File: src/rtl/prga_sync_fifo_if.sv
// Handshake bundle for prga_sync_fifo: the write side (wr/din/full) and the read side (rd/dout/empty).
// The master is the producer/consumer logic and the slave is the FIFO itself.
interface prga_sync_fifo_if #(
    parameter int DATA_WIDTH = 32
) ();
    logic                  full;
    logic                  wr;
    logic [DATA_WIDTH-1:0] din;
    logic                  empty;
    logic                  rd;
    logic [DATA_WIDTH-1:0] dout;

    modport master (
        input  full,
        input  empty,
        input  dout,
        output wr,
        output din,
        output rd
    );

    modport slave (
        input  wr,
        input  din,
        input  rd,
        output full,
        output empty,
        output dout
    );
endinterface

File: src/rtl/prga_sync_fifo.sv
// Single-clock FIFO with a block-RAM core and a registered read port; LOOKAHEAD=1 reuses that
// read register as a one-entry prefetch stage (FWFT). Define PRGA_FIFO_CHECK_EN for overflow/underflow messages.
module prga_sync_fifo #(
    parameter int DEPTH_LOG2 = 2,
    parameter int DATA_WIDTH = 32,
    parameter int LOOKAHEAD  = 0
) (
    input  logic             clk,
    input  logic             rst,
    prga_sync_fifo_if.slave  fifo
);
    localparam int DEPTH = 1 << DEPTH_LOG2;

    logic [DATA_WIDTH-1:0] mem [DEPTH];
    logic [DEPTH_LOG2:0]   wr_ptr_reg;
    logic [DEPTH_LOG2:0]   rd_ptr_reg;
    logic [DATA_WIDTH-1:0] dout_reg;

    logic core_empty;
    logic core_full;
    logic core_wr;
    logic core_rd;

    // The extra MSB distinguishes a full core from an empty one when the addresses match.
    assign core_empty = (rd_ptr_reg == wr_ptr_reg);
    assign core_full  = (rd_ptr_reg[DEPTH_LOG2-1:0] == wr_ptr_reg[DEPTH_LOG2-1:0]) &&
                        (rd_ptr_reg[DEPTH_LOG2] != wr_ptr_reg[DEPTH_LOG2]);
    assign core_wr    = fifo.wr && !core_full;

    assign fifo.full  = core_full;
    assign fifo.dout  = dout_reg;

    always_ff @(posedge clk) begin
        if (rst) begin
            wr_ptr_reg <= '0;
            rd_ptr_reg <= '0;
        end else begin
            if (core_wr) begin
                wr_ptr_reg <= wr_ptr_reg + 1'b1;
            end
            if (core_rd) begin
                rd_ptr_reg <= rd_ptr_reg + 1'b1;
            end
        end
    end

    // Storage is left unreset so it maps onto block RAM; the pointers alone define validity.
    always_ff @(posedge clk) begin
        if (core_wr) begin
            mem[wr_ptr_reg[DEPTH_LOG2-1:0]] <= fifo.din;
        end
    end

    always_ff @(posedge clk) begin
        if (rst) begin
            dout_reg <= '0;
        end else if (core_rd) begin
            dout_reg <= mem[rd_ptr_reg[DEPTH_LOG2-1:0]];
        end
    end

    generate
        if (LOOKAHEAD != 0) begin : g_lookahead
            logic valid_reg;
            logic valid_next;
            logic pop;

            // dout_reg doubles as the prefetch register: refill whenever it is empty or being drained.
            assign pop        = fifo.rd && valid_reg;
            assign core_rd    = !core_empty && (!valid_reg || pop);
            assign fifo.empty = !valid_reg;

            always_comb begin
                valid_next = valid_reg;
                if (core_rd) begin
                    valid_next = 1'b1;
                end else if (pop) begin
                    valid_next = 1'b0;
                end
            end

            always_ff @(posedge clk) begin
                if (rst) begin
                    valid_reg <= 1'b0;
                end else begin
                    valid_reg <= valid_next;
                end
            end
        end else begin : g_plain
            assign core_rd    = fifo.rd && !core_empty;
            assign fifo.empty = core_empty;
        end
    endgenerate

`ifdef PRGA_FIFO_CHECK_EN
    always @(posedge clk) begin
        if (fifo.wr && fifo.full) begin
            $display("[ERROR] prga_sync_fifo overflow");
        end
        if (fifo.rd && fifo.empty) begin
            $display("[ERROR] prga_sync_fifo underflow");
        end
    end
`else
    // Illegal requests are silently ignored by the logic above.
`endif

endmodule

File: src/flat_wrapper.sv
// flat-port wrapper written by rule: the top's interface ports become plain ports
module prga_sync_fifo_flat 
#(
    parameter int DEPTH_LOG2 = 2,
    parameter int DATA_WIDTH = 32,
    parameter int LOOKAHEAD  = 0
)
  (clk, rst, fifo_wr, fifo_din, fifo_rd, fifo_full, fifo_empty, fifo_dout);
  prga_sync_fifo_if #(.DATA_WIDTH(DATA_WIDTH)) fifo_i ();
  input  logic clk;
  input  logic rst;
  input wire logic [$bits(fifo_i.wr)-1:0] fifo_wr;
  input wire logic [$bits(fifo_i.din)-1:0] fifo_din;
  input wire logic [$bits(fifo_i.rd)-1:0] fifo_rd;
  output wire logic [$bits(fifo_i.full)-1:0] fifo_full;
  output wire logic [$bits(fifo_i.empty)-1:0] fifo_empty;
  output wire logic [$bits(fifo_i.dout)-1:0] fifo_dout;
  assign fifo_i.wr = fifo_wr;
  assign fifo_i.din = fifo_din;
  assign fifo_i.rd = fifo_rd;
  assign fifo_full = fifo_i.full;
  assign fifo_empty = fifo_i.empty;
  assign fifo_dout = fifo_i.dout;
  prga_sync_fifo #(.DEPTH_LOG2(DEPTH_LOG2), .DATA_WIDTH(DATA_WIDTH), .LOOKAHEAD(LOOKAHEAD)) u_core (.clk(clk), .rst(rst), .fifo(fifo_i));
endmodule
File: config.mk
export PLATFORM = sky130hd
export DESIGN_NAME = prga_sync_fifo_flat
export DESIGN_NICKNAME = d
export VERILOG_FILES = /design/src/rtl/prga_sync_fifo_if.sv /design/src/rtl/prga_sync_fifo.sv /design/src/flat_wrapper.sv
export SDC_FILE = /design/constraint.sdc
export NUM_CORES = 1
export LEC_CHECK = 0
export BUFFER_PORTS_ARGS = -buffer_cell sky130_fd_sc_hd__buf_2
export CAP_MARGIN = 10
export CORE_MARGIN = 2
export CORE_UTILIZATION = 45
export CTS_CLUSTER_SIZE = 10
export DETAILED_ROUTE_END_ITERATION = 8
export GPL_TIMING_DRIVEN = 0
export SKIP_LAST_GASP = 1
export SLEW_MARGIN = 20
export SYNTH_ARGS = -nofsm -noshare
export SYNTH_HDL_FRONTEND = slang
export SYNTH_SLANG_ARGS = --single-unit
File: constraint.sdc
create_clock -name clk -period 2.6 [get_ports clk]
set_input_delay 0.26 -clock clk [delete_from_list [all_inputs] [get_ports clk]]
set_output_delay 0.26 -clock clk [all_outputs]
set_load 0.02 [all_outputs]
# --- Yosys cells after proc, flatten, opt, wreduce, memory -nomap -nowiden ---
# Memories as Yosys holds them, arrays and structs flattened. A register that Yosys moved wholly into a read port is not among the register bits.
# Index checks and enable logic that the tools add are counted.
# Widths: inputs -> output; s select.
totals:
  mem_count: 1
  register_bits: 6
  ramBits: 128
  wordCells: 15
  mem_bits_ro: 0
  latchBits: 0
mem_list:
  columns: ["name", "depth", "width", "rd", "rd_ports_with_merged_regs", "write_ports", "line", "rtl"]
  rows:
  - ["u_core.mem", 4, 32, 1, 1, 1, "prga_sync_fifo.sv:14", "logic [DATA_WIDTH-1:0] mem [DEPTH];"]
op_classes:
  n_mux: 2
  n_reduce_logical: 5
  n_eq_ne: 3
  bitwise: 0
  shifts: 0
  add_sub_neg: 2
  n_div: 0
  order_cmp: 0
  mul: 0
ops:
  columns: ["op", "n"]
  rows:
  - ["$add 3x1->3 const B", 2]
  - ["$eq 3x3->1", 1]
  - ["$logic_and 1x1->1", 3]
  - ["$eq 2x2->1", 1]
  - ["$logic_not 1->1", 2]
  - ["$mux 1", 2]
  - ["$ne 1x1->1", 1]

# --- Longest topological paths before layout ---
# Gate-level depths: netlist of run 1.
logic_depth:
  ltp_word: 6
  mapped_depth: 5
  ltp_nobuf: 4

# --- Worst setup path before layout of run 1 ---
# Ideal clock, no wire load.
synth_timing:
  kind: "reg2reg"
  start: "register u_core.rd_ptr_reg[0]"
  end: "memory u_core.mem[0][0] (enable)"
  path_buffers: 1
  path_slack_ns: 0.390
  stages_incl_launch_ff: 5
  t_arrival_ns: 1.818
  path_cell_list: "dfxtp_1 -> buf_4 -> xor2_2 -> o31a_2 -> and2_1"
synth_via:
  elab_chain_cells: 6
synth_rtl:
  columns: ["item", "line", "rtl"]
  rows:
  - ["from (decl)", "prga_sync_fifo.sv:16", "logic [DEPTH_LOG2:0] rd_ptr_reg;"]
  - ["from (signal assigned)", "prga_sync_fifo.sv:42", "rd_ptr_reg <= rd_ptr_reg + 1'b1;"]
  - ["$eq 2x2->1", "prga_sync_fifo.sv:26", "assign core_full = (rd_ptr_reg[DEPTH_LOG2-1:0] == wr_ptr_reg[DEPTH_LOG2-1:0]) &&"]
  - ["$logic_and 1x1->1", "prga_sync_fifo.sv:26", null]
  - ["$logic_not 1->1", "prga_sync_fifo.sv:28", "assign core_wr = fifo.wr && !core_full;"]
  - ["$logic_and 1x1->1", "prga_sync_fifo.sv:28", null]
  - ["$mux 1", "prga_sync_fifo.sv:49", "if (core_wr) begin"]
  - ["$mux 1 (not written as such)", "prga_sync_fifo.sv:50", "mem[wr_ptr_reg[DEPTH_LOG2-1:0]] <= fifo.din;"]
  - ["to (decl)", "prga_sync_fifo.sv:14", null]
# No other way between the ends.

# --- Worst setup path after layout of run 1 ---
layout_timing:
  start: "register u_core.rd_ptr_reg[0]"
  end: "memory u_core.mem[0][21] (enable)"
# Same word-level chain as after synthesis.

==> metrics.csv, run 1 <==
metric,value,unit
FILL cells,1187,
wire length of the first global-routing pass,19000,um
CTS Root Cell,clkbuf_16,
die height,125,um
Least-Margin Pin Slew,0.545,ns
Static Leakage,2.91,nW
synth unique cells,28,
worst hold start,fifo_din[2],
worst vdd ir,510,uV
unrepaired setup endpoints after global routing,false,
Worst Hold End,u_core.mem[3][2],
maxcap violations,0,
Crit Path Category,reg2reg,
sequential area share after synthesis,70.1,%
R2R depth,5,
largest net degree at the start of global routing,18,
vias,3312,
Final #Nets,491,
via/cell ratio,5.11,
"Setup Fix Bufs, Post-CTS",0,
syn_nets,400,
setup_tns,0,ns
Die X,125,um
Synth Cell Area,6570,sq um
DRT Wirelength,11900,um
dpl ws,0.398,ns
# setup viols final,0,
Main synth FF type,edfxtp_1,
final core utilization,54.2,%
number of synthesized register bits,166,
Peak Freq,0.462,GHz
Max Clock Skew,0.00719,ns
starting density of the core,45.6,%
fin crit share,83.2,%
Buffers on Ports,68,
CTS tree,built,
max-slew violation count,0,
CTS H-tree depth,4,
detailed placement HPWL,7610,um
Hold Path Class,in2reg,
antenna violations before repair,1,
flop2flop setup slack,0.44,ns
cts bufs inserted,17,
post-place instance area,7260,sq um
GPL Wtd Cong,0.695,
hold_buf cts,0,
grt total ovfl,0,
Tot Pwr,6.99,mW
number of global-route vias before repair,3457,
Post-synth ARST share,0,%
Die ar.,15600,sq um
Max clock buf depth,2,
Tot GR Track Use,16.3,%
Post-Syn Instances,359,
remaining antenna violation count,0,
Tmin final,2.16,ns
# rows,44,
Sink Count,166,
Critical Path End Type,flip-flop,
DRT Pass-1 Iters,4,
Final Hold Viols,0,
Avg Synthesized Cell Area,18.3,sq um
final non-filler cell total,648,
PD cells,894,nW/um^2
Slew headroom,63.6,%
core footprint,14400,sq um
starting DRC count in detailed routing,158,
Hold Crit Depth,1,
"CTS clk-pin slew, worst paths",0.06,ns
number of synthesized flops with an enable pin,128,
outcome,"finished, final reports clean",
number of flip-flops in the largest register,128,
CP Data Required Time,2.72,ns
Worst Path Arrival,2.28,ns
layout cells sized above 1,33.7,%
post-route DRC violation count,0,
post-cts resize count,0,
crit start category,flip-flop,
synth warn,0,
crit path max fanout,17,
cell count after placement,615,
Final Cell Area,7820,sq um
Setup WS post-layout,0.436,ns
reg-to-reg endpoint,u_core.mem[0][21],
RR Startpoint,u_core.rd_ptr_reg[0],
area grow syn2layout,18.9,%
Wirelength per Cell,18.3,um
Top Ports,70,
worst skew pair latency,0.41,ns
Fin Hold WS,0.0530,ns
==> Yosys cell counts (3+ instances only) <==
| cell | instances | area share, % |
|---|---|---|
| and2_1 | 4 | 0.38 |
| nor2_1 | 3 | 0.17 |
| nand2b_1 | 68 | 6.5 |
| buf_8 | 3 | 0.69 |
| inv_1 | 6 | 0.34 |
| edfxtp_1 | 128 | 58 |
| mux2i_1 | 34 | 5.2 |
| buf_4 | 3 | 0.34 |
| mux4_2 | 32 | 11 |
| buf_2 | 4 | 0.30 |
| dfxtp_1 | 38 | 12 |
| xnor2_1 | 3 | 0.40 |
| clkbuf_1 | 7 | 0.40 |
| ha_1 | 5 | 0.95 |
==> layer usage <==
layer  vias to the layer above  GRT usage, %  part of all wire, %
met2                        57          27.0                   51
met3                        13          3.91                  3.4
met5                         -             0                    0
met1                      1697          20.8                   45
met4                         0          6.47                  1.5
li1                       1545             -                    -
==> power breakdown <==
part | switching, mW | internal (mW) | total, mW | leakage, nW
Clock | 0.947 | 1.38 | 2.33 | 0.269
Sequential | 0.101 | 3.11 | 3.22 | 1.49
Combinational | 0.762 | 0.682 | 1.44 | 1.16
Total | 1.81 | 5.18 | 6.99 | 2.91
==> worst max-delay path: stages, from the launching register on <==
cell and delay (ns):
dfxtp_1 0.33, buf_4 0.23, xor2_2 0.30, o31a_2 0.25
and2_2 0.52, buf_16 0.23
==> worst max path at each step <==
stage / start / to / slack, ns / depth (start not counted)
2_1_floorplan: u_core.rd_ptr_reg[0] / u_core.mem[0][0] / 0.39 / 4
3_3_place_gp: u_core.rd_ptr_reg[0] / u_core.mem[3][0] / -0.42 / 4
3_5_place_dp: u_core.rd_ptr_reg[0] / u_core.mem[0][22] / 0.40 / 5
4_1_cts: u_core.rd_ptr_reg[0] / u_core.mem[0][29] / 0.39 / 5
5_1_grt: u_core.rd_ptr_reg[0] / u_core.mem[3][21] / 0.28 / 5
6_report: u_core.rd_ptr_reg[0] / u_core.mem[0][21] / 0.44 / 5
==> cell usage in the layout, fill, tap and decap left out, types with 2 or more instances in the layout <==
master / n
edfxtp_1: 128
buf_2: 72
nand2b_1: 68
dfxtp_1: 38
mux2i_1: 34
mux4_2: 32
clkbuf_16: 17
clkbuf_1: 10
inv_1: 6
ha_1: 5
clkinv_2: 5
and2_2: 4
buf_16: 4
xnor2_1: 3
buf_4: 3
buf_8: 3
nor2_1: 3
clkbuf_8: 3
clkinvlp_4: 3
buf_6: 2
nand3_1: 2
xor2_2: 2
o31a_2: 2
o31ai_1: 2
a211o_1: 2
o311ai_1: 2
==> logic make-up (layout without fill, tap and decap cells) <==
family | count (synthesis) | in the layout | share of synthesized area [%]
and+or+nand+nor | 80 | 80 | 7.61
DFF | 166 | 166 | 70.1
xor gates and xnor gates | 6 | 6 | 1.03
other | 0 | 1 | 0
buffers and inverters | 25 | 129 | 2.42
adders and majority gates | 5 | 5 | 0.952
muxes | 68 | 68 | 16.5
AOI/OAI and AO/OA | 9 | 9 | 1.39
==> cell type report <==
cell class / count / area [sq um] / area share (%)
Inverter: 6 / 22.5 / 0.288
Timing Repair Buffer: 72 / 450 / 5.76
Tap cell: 184 / 230 / 2.95
Clock buffer: 23 / 478 / 6.11
Clock inverter: 9 / 77.6 / 0.992
Multi-Input combinational cell: 168 / 1810 / 23.2
Antenna cell: 1 / 2.50 / 0.0320
Buffer: 19 / 136 / 1.74
Sequential cell: 166 / 4600 / 58.9
No activity file was read; power rests on OpenSTA's default activity.
==> run 2: changes to the inputs <==
==> constraint.sdc (replaced) <==
create_clock -name clk -period 2.1 [get_ports clk]
set_input_delay 0.21 -clock clk [delete_from_list [all_inputs] [get_ports clk]]
set_output_delay 0.21 -clock clk [all_outputs]
set_load 0.02 [all_outputs]
==> run 2 against run 1 <==
Net effect: first-iteration DRC count increased by 5.1%; global-route usage increased by 0.072 points; sequential power increased by 24%; maximum frequency increased by 6.1%; setup slack got worse by 0.38 ns; critical path depth decreased by 1; cell area increased by 1.9%; via count increased by 0.12%; worst hold slack got worse by 0.034 ns; wire length decreased by 0.34%; combinational power increased by 24%.
==> metrics.csv, run 2 (synthesized netlist as in run 1, its figures left out) <==
metric,value,unit,change
core footprint,14400,sq um,unchanged
# setup viols final,0,,unchanged
remaining antenna violation count,0,,unchanged
maxcap violations,0,,unchanged
fin crit share,97.2,%,+14 points
Hold Crit Depth,1,,unchanged
"CTS clk-pin slew, worst paths",0.06,ns,about the same
number of global-route vias before repair,3522,,+1.9%
Peak Freq,0.490,GHz,+6.1%
most frequent cells in the layout,"128 x edfxtp_1, 72 x buf_2, 68 x nand2b_1",,
final non-filler cell total,666,,+2.8%
slowest library cell on the worst path,and2_4,,
DRT Wirelength,11800,um,-0.34%
Final #Nets,510,,+3.9%
Final Hold Viols,0,,unchanged
Hold Path Class,in2reg,,
Crit Path Category,reg2reg,,
worst vdd ir,661,uV,+29%
Die ar.,15600,sq um,unchanged
R2R depth,4,,-1
vias,3316,,+0.12%
Wirelength per Cell,17.8,um,-3.0%
area grow syn2layout,21.1,%,
# rows,44,,unchanged
Sink Count,166,,unchanged
GPL Wtd Cong,0.674,,-3.0%
starting DRC count in detailed routing,166,,+5.1%
area occupied by multi-input gates,1820,sq um,+0.28%
Critical Path Stages,4,,-1
via/cell ratio,4.98,,-2.6%
Setup WS post-layout,0.0598,ns,-0.376 ns
crit start category,flip-flop,,
GRT met3 Usage,3.87,%,-0.043 points
PD cells,1090,nW/um^2,+22%
Static Leakage,2.98,nW,+2.4%
Least-Margin Pin Slew,0.547,ns,+0.00188 ns
unrepaired setup endpoints after global routing,true,,
layout cells sized above 1,31.7,%,-2.0 points
"Setup Fix Bufs, Post-CTS",0,,unchanged
"most common cell after layout, fill and taps aside",edfxtp_1,,
met2 usage,26.6,%,-0.32 points
Bufs and invs on worst path,1,,-1
Top Ports,70,,unchanged
antenna violations before repair,0,,-1
Max Clock Skew,0.00726,ns,+0.0000769 ns
outcome,"finished, final reports clean",,
register area,4600,sq um,unchanged
"critical path, cell by cell","buf_4, xor2_2, o31a_2, and2_4",,
Critical Path End Type,flip-flop,,
crit path max fanout,32,,+15
detailed placement HPWL,7210,um,-5.3%
max-slew violation count,0,,unchanged
post-route DRC violation count,0,,unchanged
CTS tree,built,,
GRT met1 Usage,20.9,%,+0.13 points
DRT Pass-1 Iters,4,,unchanged
Tot GR Track Use,16.3,%,+0.072 points
Tmin final,2.04,ns,-0.124 ns
number of flip-flops in the largest register,128,,unchanged
grt total ovfl,0,,unchanged
Die X,125,um,unchanged
CP Data Required Time,2.15,ns,-0.57 ns
Buffers on Ports,68,,unchanged
Worst path top cell family by delay,simple AND/OR/NAND/NOR gates,,
CTS Root Cell,clkbuf_16,,
wire length of the first global-routing pass,19100,um,+0.62%
Max clock buf depth,2,,unchanged
starting density of the core,45.6,%,unchanged
die height,125,um,unchanged
Slew headroom,63.5,%,-0.13 points
cts bufs inserted,17,,unchanged
diode count,0,,-1
worst skew pair latency,0.42,ns,about the same
largest net degree at the start of global routing,33,,+15
cell count after placement,611,,-0.65%
grt peak-use layer,met2,,
FILL cells,1167,,-1.7%
CTS H-tree depth,4,,unchanged
dpl ws,-0.263,ns,-0.661 ns
"Largest stage delay, worst path",0.53,ns,about the same
Worst Path Arrival,2.09,ns,-0.19 ns
run 2: worst paths after layout:
kind | start | endpoint | slack, ns
worst min register to register | u_core.fifo.dout[3] | u_core.fifo.dout[3] | 0.47
worst min-delay path | fifo_din[14] | u_core.mem[3][14] | 0.02
worst max-delay path | u_core.rd_ptr_reg[0] | u_core.mem[1][15] | 0.06
worst max register to register | u_core.rd_ptr_reg[0] | u_core.mem[1][15] | 0.06
run 2: area by class of cell:
cell class	instances	area share [%]
inverter	6	0.283
multi-input combinational	168	22.9
clock buffer	25	6.76
tap	184	2.89
buffer	19	1.71
sequential	166	57.8
timing repair buffer	91	7.17
clock inverter	7	0.503
run 2: timing repair:
action	in CTS	in global routing
gates resized for setup	0	4
hold endpoints to repair	90	0
hold buffers	23	0
pin swaps	0	3
gates cloned	0	0
endpoints found under the setup margin	128	130
run 2: metal layers:
layer	up-vias	wire length [um]
li1	1576	-
met3	16	340
met4	0	211
met1	1673	5340
met2	51	5960
met5	-	0
run 2: metrics by stage:
| stage | utilization [%] | TNS [ns] | power (mW) | cell area (sq um) | hold slack [ns] |
|---|---|---|---|---|---|
| after floorplan | - | 0 | 5.35 | 6580 | 0.309 |
| after global placement | 49.6 | -32.27 | 5.80 | 7150 | 0.420 |
| after detailed placement | 49.6 | -32.32 | 5.83 | 7150 | 0.425 |
| after CTS | 55.2 | -32.85 | 8.81 | 7960 | 0.000190 |
| after global routing | 55.2 | -7.96 | 9.08 | 7960 | 0.00600 |
| final | 55.2 | 0 | 8.71 | 7960 | 0.0188 |
run 2: power by group:
group / internal [mW] / total, mW / switching, mW
logic: 0.847 / 1.79 / 0.940
clock network: 1.77 / 2.95 / 1.18
registers: 3.86 / 3.98 / 0.120
total: 6.47 / 8.71 / 2.24
==> run 3: changes to the inputs <==
--- a/config.mk
+++ b/config.mk
@@ -7,11 +7,15 @@
 export LEC_CHECK = 0
 export BUFFER_PORTS_ARGS = -buffer_cell sky130_fd_sc_hd__buf_2
 export CAP_MARGIN = 10
+export CELL_PAD_IN_SITES_DETAIL_PLACEMENT = 2
+export CELL_PAD_IN_SITES_GLOBAL_PLACEMENT = 2
 export CORE_MARGIN = 2
-export CORE_UTILIZATION = 45
+export CORE_UTILIZATION = 44
 export CTS_CLUSTER_SIZE = 10
 export DETAILED_ROUTE_END_ITERATION = 8
 export GPL_TIMING_DRIVEN = 0
+export PLACE_DENSITY_LB_ADDON = 0.1
+export RECOVER_POWER = 50
 export SKIP_LAST_GASP = 1
 export SLEW_MARGIN = 20
 export SYNTH_ARGS = -nofsm -noshare
==> run 3 against run 2 <==
Net effect: clock power up 7.8%; sequential share of layout area up 0.85 points; die area up 2.2%; critical path depth down 1; global-route usage up 2.8 points; combinational power up 2%; worst hold slack better by 0.055 ns; first-iteration DRC count up 17%; via count up 5.1%; largest power group unchanged; core utilization down 1.4 points.
==> metrics.csv, run 3 (synthesized netlist as in run 1, its figures left out) <==
metric,value,unit,change
remaining antenna violation count,0,,unchanged
max-slew violation count,0,,unchanged
worst hold start,fifo_din[8],,
Hold Path Class,in2reg,,
worst vdd ir,616,uV,-6.8%
Peak Freq,0.486,GHz,-0.88%
Buffers on Ports,68,,unchanged
cell count after placement,611,,unchanged
"most common cell after layout, fill and taps aside",edfxtp_1,,
"CTS clk-pin slew, worst paths",0.06,ns,about the same
Slew headroom,63.0,%,-0.52 points
Setup WS post-layout,0.0417,ns,-0.0182 ns
Top Ports,70,,unchanged
Least-Margin Pin Slew,0.555,ns,+0.00782 ns
Static Leakage,2.86,nW,-3.9%
Tot GR Track Use,19.1,%,+2.8 points
Final Hold Viols,0,,unchanged
area grow syn2layout,19.4,%,
maxcap violations,0,,unchanged
worst skew pair latency,0.42,ns,about the same
CTS Root Cell,clkbuf_16,,
number of flip-flops in the largest register,128,,unchanged
layout cells sized above 1,27.7,%,-4.0 points
starting density of the core,45.1,%,-0.52 points
core footprint,14600,sq um,+1.1%
cts bufs inserted,17,,unchanged
setup_tns,0,ns,unchanged
outcome,"finished, final reports clean",,
antenna violations before repair,1,,+1
largest net degree at the start of global routing,33,,unchanged
Max Clock Skew,0.0107,ns,+0.00346 ns
Worst Path Arrival,2.11,ns,+0.02 ns
FILL cells,1278,,+9.5%
starting DRC count in detailed routing,194,,+17%
flop2flop setup slack,0.04,ns,-0.02 ns
Final #Nets,497,,-2.5%
grt total ovfl,0,,unchanged
Worst Hold End,u_core.mem[3][8],,
Max clock buf depth,2,,unchanged
final non-filler cell total,654,,-1.8%
most frequent cells in the layout,"128 x edfxtp_1, 68 x nand2b_1, 46 x buf_2",,
wire length of the first global-routing pass,22600,um,+18%
PD cells,1150,nW/um^2,+4.9%
detailed placement HPWL,8960,um,+24%
area occupied by multi-input gates,1820,sq um,unchanged
dpl ws,-0.285,ns,-0.0218 ns
Critical Path End Type,flip-flop,,
Hold Crit Depth,1,,unchanged
Crit Path Category,reg2reg,,
reg-to-reg endpoint,u_core.mem[2][5],,
DRT Wirelength,14200,um,+20%
Die X,126,um,+1.1%
post-route DRC violation count,0,,unchanged
Wirelength per Cell,21.8,um,+22%
CTS H-tree depth,4,,unchanged
R2R depth,3,,-1
crit path max fanout,32,,unchanged
CP Data Required Time,2.15,ns,about the same
number of global-route vias before repair,3944,,+12%
CTS tree,built,,
fin crit share,98.0,%,+0.87 points
RR Startpoint,u_core.wr_ptr_reg[1],,
Tmin final,2.06,ns,+0.0182 ns
vias,3486,,+5.1%
register area,4600,sq um,unchanged
unrepaired setup endpoints after global routing,true,,
die height,126,um,+1.1%
crit start category,flip-flop,,
# rows,44,,unchanged
# setup viols final,0,,unchanged
GPL Wtd Cong,0.695,,+3.1%
DRT Pass-1 Iters,4,,unchanged
Sink Count,166,,unchanged
Die ar.,15900,sq um,+2.2%
via/cell ratio,5.33,,+7.1%
Fin Hold WS,0.0734,ns,+0.0546 ns
[run 3: layout make-up]
class / instances / area share (%)
flip-flops and latches: 166 / 58.7
clock inverters: 13 / 1.83
inverters: 6 / 0.287
plain buffers: 19 / 1.91
well taps: 184 / 2.93
multi-input cells: 168 / 23.2
diodes: 1 / 0.0319
clock buffers: 19 / 5.92
repair buffers: 78 / 5.21
[run 3: what timing repair did]
item	4_1_cts	5_1_grt
gates resized for setup	5	3
setup endpoints to repair	129	130
hold buffers	10	0
pin swaps	0	3
buffers inserted	0	0
hold endpoints to repair	34	0
[run 3: through the flow]
step                utilization (%)  instance area, sq um  total power [mW]
floorplan                         -                  6580              5.35
CTS                            53.9                  7860              9.11
global placement               49.0                  7150              5.81
detailed placement             49.0                  7150              5.90
global route                   53.8                  7840              9.39
finish                         53.8                  7850              9.00
[run 3: where the power goes]
group          switching (mW)  internal (mW)
Combinational           0.994          0.838
Clock                    1.32           1.87
Sequential              0.130           3.86
[run 3: metal layers]
| metal | up-vias | global-route usage [%] | wire length [um] |
|---|---|---|---|
| met1 | 1836 | 24.7 | 6190 |
| met2 | 83 | 32.3 | 7370 |
| met5 | - | 0 | 0 |
| li1 | 1557 | - | - |
| met3 | 10 | 4.42 | 541 |
| met4 | 0 | 6.27 | 133 |
[run 3: worst max path at each step]
stage | start | endpoint | slack, ns
global placement | u_core.rd_ptr_reg[0] | u_core.mem[2][22] | -0.28
detailed placement | u_core.rd_ptr_reg[0] | u_core.mem[0][19] | -0.28
floorplan | u_core.rd_ptr_reg[0] | u_core.mem[3][0] | 0.22
global route | u_core.rd_ptr_reg[1] | u_core.mem[2][23] | -0.05
finish | u_core.wr_ptr_reg[1] | u_core.mem[2][5] | 0.04
CTS | u_core.rd_ptr_reg[0] | u_core.mem[2][23] | -0.01
[run 3: worst max-delay path, cell delays in order (launching register included)]
cell,delay (ns)
dfxtp_1,0.53
xor2_2,0.32
o31a_2,0.29
and2_4,0.53
